**src/rtl/alu_muldiv_seq.sv**
```systemverilog
// rtl/alu_muldiv_seq.sv - iterative 16-bit unsigned multiply/divide sequencer driving a shared ALU
//
// Purpose:
//   Runs MUL (shift-and-add) and DIV/REM (restoring subtract) as a 16-iteration
//   loop. Each iteration borrows the external combinational ALU. The sequencer
//   drives the operands and operation code, then consumes the sum and carry-out.
//
// Ports:
//   clk         in   clock, rising edge
//   rst_n       in   asynchronous active-low reset
//   start       in   request pulse, accepted whenever busy=0 (IDLE or DONE)
//   op          in   0 = multiply, 1 = divide
//   opa         in   multiplicand / dividend
//   opb         in   multiplier / divisor
//   busy        out  high while iterating
//   done        out  one-cycle completion pulse
//   err         out  divide-by-zero flag, held until the next accepted start
//   res_hi      out  product high half / remainder
//   res_lo      out  product low half / quotient
//   alu_a       out  ALU operand A
//   alu_b       out  ALU operand B
//   alu_oper    out  ALU operation (0000 = A+B, 0001 = A-B)
//   alu_result  in   ALU result
//   alu_co      in   ALU carry-out (for subtract: 1 means A >= B)

module alu_muldiv_seq #(
  parameter int OPERAND_WIDTH = 16
) (
  input  logic                     clk,
  input  logic                     rst_n,
  input  logic                     start,
  input  logic                     op,
  input  logic [OPERAND_WIDTH-1:0] opa,
  input  logic [OPERAND_WIDTH-1:0] opb,
  output logic                     busy,
  output logic                     done,
  output logic                     err,
  output logic [OPERAND_WIDTH-1:0] res_hi,
  output logic [OPERAND_WIDTH-1:0] res_lo,
  output logic [OPERAND_WIDTH-1:0] alu_a,
  output logic [OPERAND_WIDTH-1:0] alu_b,
  output logic [3:0]               alu_oper,
  input  logic [OPERAND_WIDTH-1:0] alu_result,
  input  logic                     alu_co
);

  localparam int W  = OPERAND_WIDTH;
  localparam int CW = $clog2(OPERAND_WIDTH);

  localparam logic [1:0] ST_IDLE = 2'd0;
  localparam logic [1:0] ST_RUN  = 2'd1;
  localparam logic [1:0] ST_DONE = 2'd2;

  localparam logic [3:0] OPER_ADD = 4'b0000;
  localparam logic [3:0] OPER_SUB = 4'b0001;

  localparam logic [CW-1:0] LAST_ITER = CW'(W - 1);

  // The working registers are shared by both operations:
  //   hi_q   : PH (multiply) / R partial remainder (divide)
  //   lo_q   : PL multiplier shifting out / Q dividend shifting into quotient
  //   opnd_q : M multiplicand / D divisor
  logic [1:0]    state_q, state_d;
  logic          op_q, op_d;
  logic [W-1:0]  hi_q, hi_d;
  logic [W-1:0]  lo_q, lo_d;
  logic [W-1:0]  opnd_q, opnd_d;
  logic [CW-1:0] count_q, count_d;
  logic [W-1:0]  res_hi_q, res_hi_d;
  logic [W-1:0]  res_lo_q, res_lo_d;
  logic          err_q, err_d;

  logic [W-1:0]  hi_next;
  logic [W-1:0]  lo_next;
  logic          ge;
  logic          accept;

  // ALU drive: quiet (zeros, ADD) everywhere except RUN.
  always_comb begin
    alu_a    = '0;
    alu_b    = '0;
    alu_oper = OPER_ADD;
    if (state_q == ST_RUN) begin
      if (!op_q) begin
        alu_a = hi_q;
        alu_b = lo_q[0] ? opnd_q : '0;
      end else begin
        alu_oper = OPER_SUB;
        alu_a    = {hi_q[W-2:0], lo_q[W-1]};
        alu_b    = opnd_q;
      end
    end
  end

  // One iteration's update, computed from the ALU answer.
  // For divide, a set R[15] means the shifted partial remainder is 17 bits wide.
  // It must then exceed any 16-bit divisor, and the 16-bit difference is exact.
  always_comb begin
    ge = hi_q[W-1] | alu_co;
    if (!op_q) begin
      hi_next = {alu_co, alu_result[W-1:1]};
      lo_next = {alu_result[0], lo_q[W-1:1]};
    end else begin
      hi_next = ge ? alu_result : alu_a;
      lo_next = {lo_q[W-2:0], ge};
    end
  end

  assign accept = start && (state_q != ST_RUN);

  always_comb begin
    state_d  = state_q;
    op_d     = op_q;
    hi_d     = hi_q;
    lo_d     = lo_q;
    opnd_d   = opnd_q;
    count_d  = count_q;
    res_hi_d = res_hi_q;
    res_lo_d = res_lo_q;
    err_d    = err_q;

    case (state_q)
      ST_IDLE, ST_DONE: begin
        state_d = ST_IDLE;
        if (accept) begin
          op_d    = op;
          count_d = '0;
          err_d   = 1'b0;
          if (op && (opb == '0)) begin
            // Divide-by-zero completes without iterating.
            state_d  = ST_DONE;
            err_d    = 1'b1;
            res_hi_d = opa;
            res_lo_d = '1;
            hi_d     = '0;
            lo_d     = '0;
            opnd_d   = '0;
          end else begin
            state_d = ST_RUN;
            hi_d    = '0;
            lo_d    = op ? opa : opb;
            opnd_d  = op ? opb : opa;
          end
        end
      end

      ST_RUN: begin
        hi_d    = hi_next;
        lo_d    = lo_next;
        count_d = count_q + 1'b1;
        if (count_q == LAST_ITER) begin
          state_d  = ST_DONE;
          res_hi_d = hi_next;
          res_lo_d = lo_next;
        end
      end

      default: begin
        state_d = ST_IDLE;
      end
    endcase
  end

  always_ff @(posedge clk or negedge rst_n) begin
    if (!rst_n) begin
      state_q  <= ST_IDLE;
      op_q     <= 1'b0;
      hi_q     <= '0;
      lo_q     <= '0;
      opnd_q   <= '0;
      count_q  <= '0;
      res_hi_q <= '0;
      res_lo_q <= '0;
      err_q    <= 1'b0;
    end else begin
      state_q  <= state_d;
      op_q     <= op_d;
      hi_q     <= hi_d;
      lo_q     <= lo_d;
      opnd_q   <= opnd_d;
      count_q  <= count_d;
      res_hi_q <= res_hi_d;
      res_lo_q <= res_lo_d;
      err_q    <= err_d;
    end
  end

  assign busy   = (state_q == ST_RUN);
  assign done   = (state_q == ST_DONE);
  assign err    = err_q;
  assign res_hi = res_hi_q;
  assign res_lo = res_lo_q;

endmodule

```
**config.mk**
```make
export PLATFORM = sky130hd
export DESIGN_NAME = alu_muldiv_seq
export DESIGN_NICKNAME = d
export VERILOG_FILES = /design/src/rtl/alu_muldiv_seq.sv
export SDC_FILE = /design/constraint.sdc
export NUM_CORES = 1
export LEC_CHECK = 0
export CORE_MARGIN = 2
export CORE_UTILIZATION = 50
export CTS_CLUSTER_DIAMETER = 120
export CTS_CLUSTER_SIZE = 10
export DETAILED_ROUTE_END_ITERATION = 6
export HOLD_SLACK_MARGIN = 0.1
export PLACE_DENSITY = 0.81
export SKIP_CTS_REPAIR_TIMING = 1
export SLEW_MARGIN = 20
export SYNTH_ARGS = -nofsm -noshare
export SYNTH_HDL_FRONTEND = slang
export SYNTH_SLANG_ARGS = --single-unit
```
**constraint.sdc**
```tcl
create_clock -name clk -period 2.55 [get_ports clk]
set_input_delay 0.51 -clock clk [delete_from_list [all_inputs] [get_ports clk]]
set_output_delay 0.51 -clock clk [all_outputs]
set_load 0.1 [all_outputs]
```
Word-level counts from Yosys, hierarchy flattened
Cells that the tools add are included.
{"block": "word_totals", "regBits": 88}
{"block": "classes", "addsub": 1, "n_eq_ne": 7, "mux": 33, "bitwise_logic": 1, "n_reduce_logical": 9}
{"operator": "2-to-1 mux 16 bit", "n": 20}
{"operator": "one-hot mux 16 bit (2 select lines)", "n": 4}
{"operator": "logical NOT 16 bit", "n": 1}
{"operator": "one-hot mux 4 bit (2 select lines)", "n": 1}
{"operator": "2-to-1 mux 2 bit", "n": 3}
{"operator": "adder 4 x 1 -> 4 bit, second input constant", "n": 1}
{"operator": "equality test 4 bit, second input constant", "n": 1}
{"operator": "2-to-1 mux 4 bit", "n": 1}
{"operator": "!= test 2 x 1 -> 1 bit, second input constant", "n": 2}
{"operator": "!= test 2 bit, second input constant", "n": 2}
{"operator": "one-hot mux 2 bit (2 select lines)", "n": 1}
{"operator": "AND reduction 2 bit", "n": 2}
{"operator": "AND reduction 4 bit", "n": 1}
{"operator": "2-to-1 mux 1 bit", "n": 3}
{"operator": "equality test 2 x 1 -> 1 bit, second input constant", "n": 1}
{"operator": "equality test 2 bit, second input constant", "n": 1}
{"operator": "logical AND 1 bit", "n": 2}
{"operator": "logical NOT 2 bit", "n": 1}
{"operator": "nonzero test 2 bit", "n": 1}
{"operator": "OR reduction 2 bit", "n": 1}
{"operator": "OR 1 bit", "n": 1}

Longest topological paths before layout
{"block": "depth", "depth_word": 6, "mapped_depth": 8}

Least setup slack after synthesis
OpenSTA, ideal clock, no wires.
{"block": "synth_path", "path_kind": "register to output", "start": "register state_q[1]", "end": "output alu_oper[0]", "arrival_time_ps": 2892, "required_ps": 2040, "path_slack_ps": -852, "stages_incl_launch_ff": 7, "n_path_buf": 3, "cell_sequence": "dfrtp_1 nand2b_1 clkbuf_1 inv_1 clkbuf_1 clkbuf_1 and2_1"}
{"block": "synth_between", "elab_chain_cells": 2}
{"element": "from (decl)", "line": "63", "source": "logic [1:0] state_q, state_d;"}
{"element": "from (signal assigned)", "line": "176", "source": "state_q <= state_d;"}
{"element": "equality test 2 x 1 -> 1 bit"}
{"element": "named net busy", "line": "35", "source": "output logic busy,"}
{"element": "2-to-1 mux 1 bit", "line": "83", "source": "if (state_q == ST_RUN) begin"}
{"element": "to (decl)", "line": "42", "source": "output logic [3:0] alu_oper,"}
The timed path passes the listed nets, and every way through them passes these cells.

Worst setup path in the final report
{"block": "layout_path", "start": "register state_q[1]", "end": "output alu_oper[0]"}
{"block": "layout_between", "elab_chain_cells": 2}
{"element": "equality test 2 x 1 -> 1 bit", "line": "83"}
{"element": "2-to-1 mux 1 bit", "line": "83"}
Every way passes these cells.

==> impl_metrics.ini <==
[synthesis]
synth_top_family_by_area = multiplexers
synth_fa_ha_area_share_pct = 0.2554
synthSimpleGateAreaFrac_pct = 13.25
synth_commonest_cells = dfrtp_1 (88), mux2i_1 (77), nand2_1 (73)
synth-compound-area-share_pct = 15.22
ys_top_cells_by_area = dfrtp_1 (45%), mux2i_1 (16%), nand2_1 (5.6%), mux2_4 (4.0%), o21ai_0 (3.9%)
synth_seq_cells = 88
synth-edff-count = 0
synth_top_area_share_pct = 44.94
synth.most_common_cell = dfrtp_1
synth_cell_types = 40
ys_seq_area_share_pct = 44.94
yosys.area.top_type = dfrtp_1
netlist_area_sq_um = 4900
synthFlopType = dfrtp_1
synthMuxAreaShare_pct = 20.63
ys_warn_count = 0
synth_xor_area_share_pct = 0.1788
avgSynthCellArea_sq_um = 9.683
ys_async_sr_fraction_pct = 100.0
synthCells = 506

[placed_design]
io_buffers = 120
gp_congestion = 0.9084
pre_cts_slack_ns = -0.1554
hpwl_um = 10040

[die]
die_y_um = 103.0
die_area_sq_um = 10610
start_util_pct = 50.83
die_x_um = 103.0
ioPinCount = 124
row_count = 36
core_sq_um = 9639

[min_path]
hp-class = in2async

[sta]
skew_ns = 0.01296
clock.fmax_ghz = 0.4177
worst_pin_slew_ns = 0.8152
finalCritPeriodShare_pct = 93.88
hold_viol = 0
rsz0062_at_grt = false
finalCriticalPeriod_ns = 2.394
setup_viol = 0
max_slew_margin_pct = 45.60
maxSlewViolCount = 0
setup_ws_ns = 0.1561

[layout]
fill_cells = 704
drive_gt1_share_pct = 23.72
finalNetCount = 674
antenna_cells = 0
area_growth_pct = 40.65

[grt]
busiest_layer = met2
grt_max_degree = 67
grt_pass1_vias = 4197
antenna_found_initial = 0
grt_util_met3_pct = 5.288
track_usage_pct = 26.37
grt_use_met2_pct = 41.66
overflow = 0
grt_first_pass_wirelength_um = 21550
use_met1_pct = 37.20

[drt]
routedWlPerCell_um = 17.91
drc = 0
drt_first_pass_iters = 5
first_iter_violations = 244
num_vias = 4217
ant_nets = 0
vias_per_cell = 5.571
drt_wl_total_um = 13560

[setup_path]
reg2reg_depth = 6
crit_type = reg2out
rr_startpoint = state_q[0]$_DFFE_PN0P_
worstReg2RegEnd = res_hi[8]$_DFFE_PN0P_
cp.arrival_ns = 1.88
required_ns = 2.04
crit_path_end_kind = output port
worstSetupStartpointType = flip-flop
r2r_slack_ns = 0.45
crit_fanout = 26

[run_status]
outcome = completed

[run]
cap_viol_max_count = 0

[clocking]
cts_buffer_depth = 2
clock-sinks = 88
h-tree-depth = 3
cts-root-buf = clkbuf_8
cts_tree = built
clk_pin_slew_ns = 0.10
clk_latency_ns = 0.35
numCtsBuffers = 9
-- area by class of cell --
cell class	count	area, sq um	share of cell area (%)
timing repair buffer	143	1659	24.07
inverter	19	71.32	1.035
clock inverter	5	106.4	1.543
multi-input combinational	359	2557	37.11
sequential	88	2203	31.97
clock buffer	10	127.6	1.852
tap	133	166.4	2.415
-- through the flow --
step | util (%) | setup TNS [ns] | hold slack (ns) | cells | cell area [sq um]
finish | 71.50 | 0 | 0.1976 | 757 | 6892
global route | 71.50 | 0 | 0.2404 | 757 | 6892
CTS | 71.50 | 0 | 0.2146 | 757 | 6892
detailed placement | 69.07 | -3.628 | 0.4637 | 742 | 6658
global placement | 69.04 | -1.903 | 0.4539 | 742 | 6655
floorplan | - | -0.3372 | 0.2144 | 508 | 5020
-- flip-flops by register name (all words and copies together), names as in the netlist --
register and flops:
op_q 1, hi_q 16, opnd_q 16, count_q 4, lo_q 16, err 1
res_lo 16, state_q 2, res_hi 16
-- per-layer routing --
metal / vias to the layer above / wire, um
met5: - / 0
met4: 0 / 221
met3: 17 / 889
met2: 173 / 6587
met1: 2049 / 5860
li1: 1978 / -
-- worst max-delay path, cell delays in order, from the launching register on --
cell	delay, ns
dfrtp_1	0.38
nand2b_2	0.31
inv_1	0.13
buf_4	0.31
and2_2	0.23
buf_12	0.17
-- cell families (layout without fill, tap and decap cells) --
kind of cell	count (synthesis)	in the layout
multiplexers	94	94
AO/OA/AOI/OAI	118	118
adder cells (fa/ha/maj)	1	1
AND/OR/NAND/NOR	142	142
flip-flops	88	88
XOR/XNOR	1	1
other	1	3
buffers and inverters	61	177
-- placed cells by master (no fill, tap or decap), types with 2 or more instances in the layout --
cell type,Yosys,final
a31oi_1,16,16
o21ai_0,38,38
dfrtp_1,88,87
inv_1,18,18
a21boi_0,14,14
a21oi_1,16,16
a22oi_1,14,14
bufinv_16,0,3
and2_1,17,16
nand2b_2,0,2
mux2i_1,77,77
nand3_1,3,3
a21o_1,15,15
buf_4,3,55
nor2b_1,3,3
mux2_1,3,3
clkbuf_8,0,9
buf_12,0,37
nor2_4,0,14
clkdlybuf4s50_1,0,50
nand2_1,73,73
nor2_2,0,3
nor2_1,36,19
conb_1,1,3
mux2_4,13,13
-- worst max path at each step --
stage,from,endpoint,slack (ns),cells past startpoint
2_1_floorplan,state_q[1]$_DFFE_PN0P_,alu_a[5],-0.13,5
4_1_cts,state_q[1]$_DFFE_PN0P_,alu_oper[0],0.17,5
3_3_place_gp,opb[3],res_hi[8]$_DFFE_PN0P_,-0.09,7
3_5_place_dp,opb[3],res_hi[10]$_DFFE_PN0P_,-0.16,7
6_report,state_q[1]$_DFFE_PN0P_,alu_oper[0],0.16,5
5_1_grt,state_q[1]$_DFFE_PN0P_,alu_oper[0],0.08,5
Power is left out: the tool's default activity adds up to more than one toggle a clock period on the data nets, which glitch-free logic cannot reach.
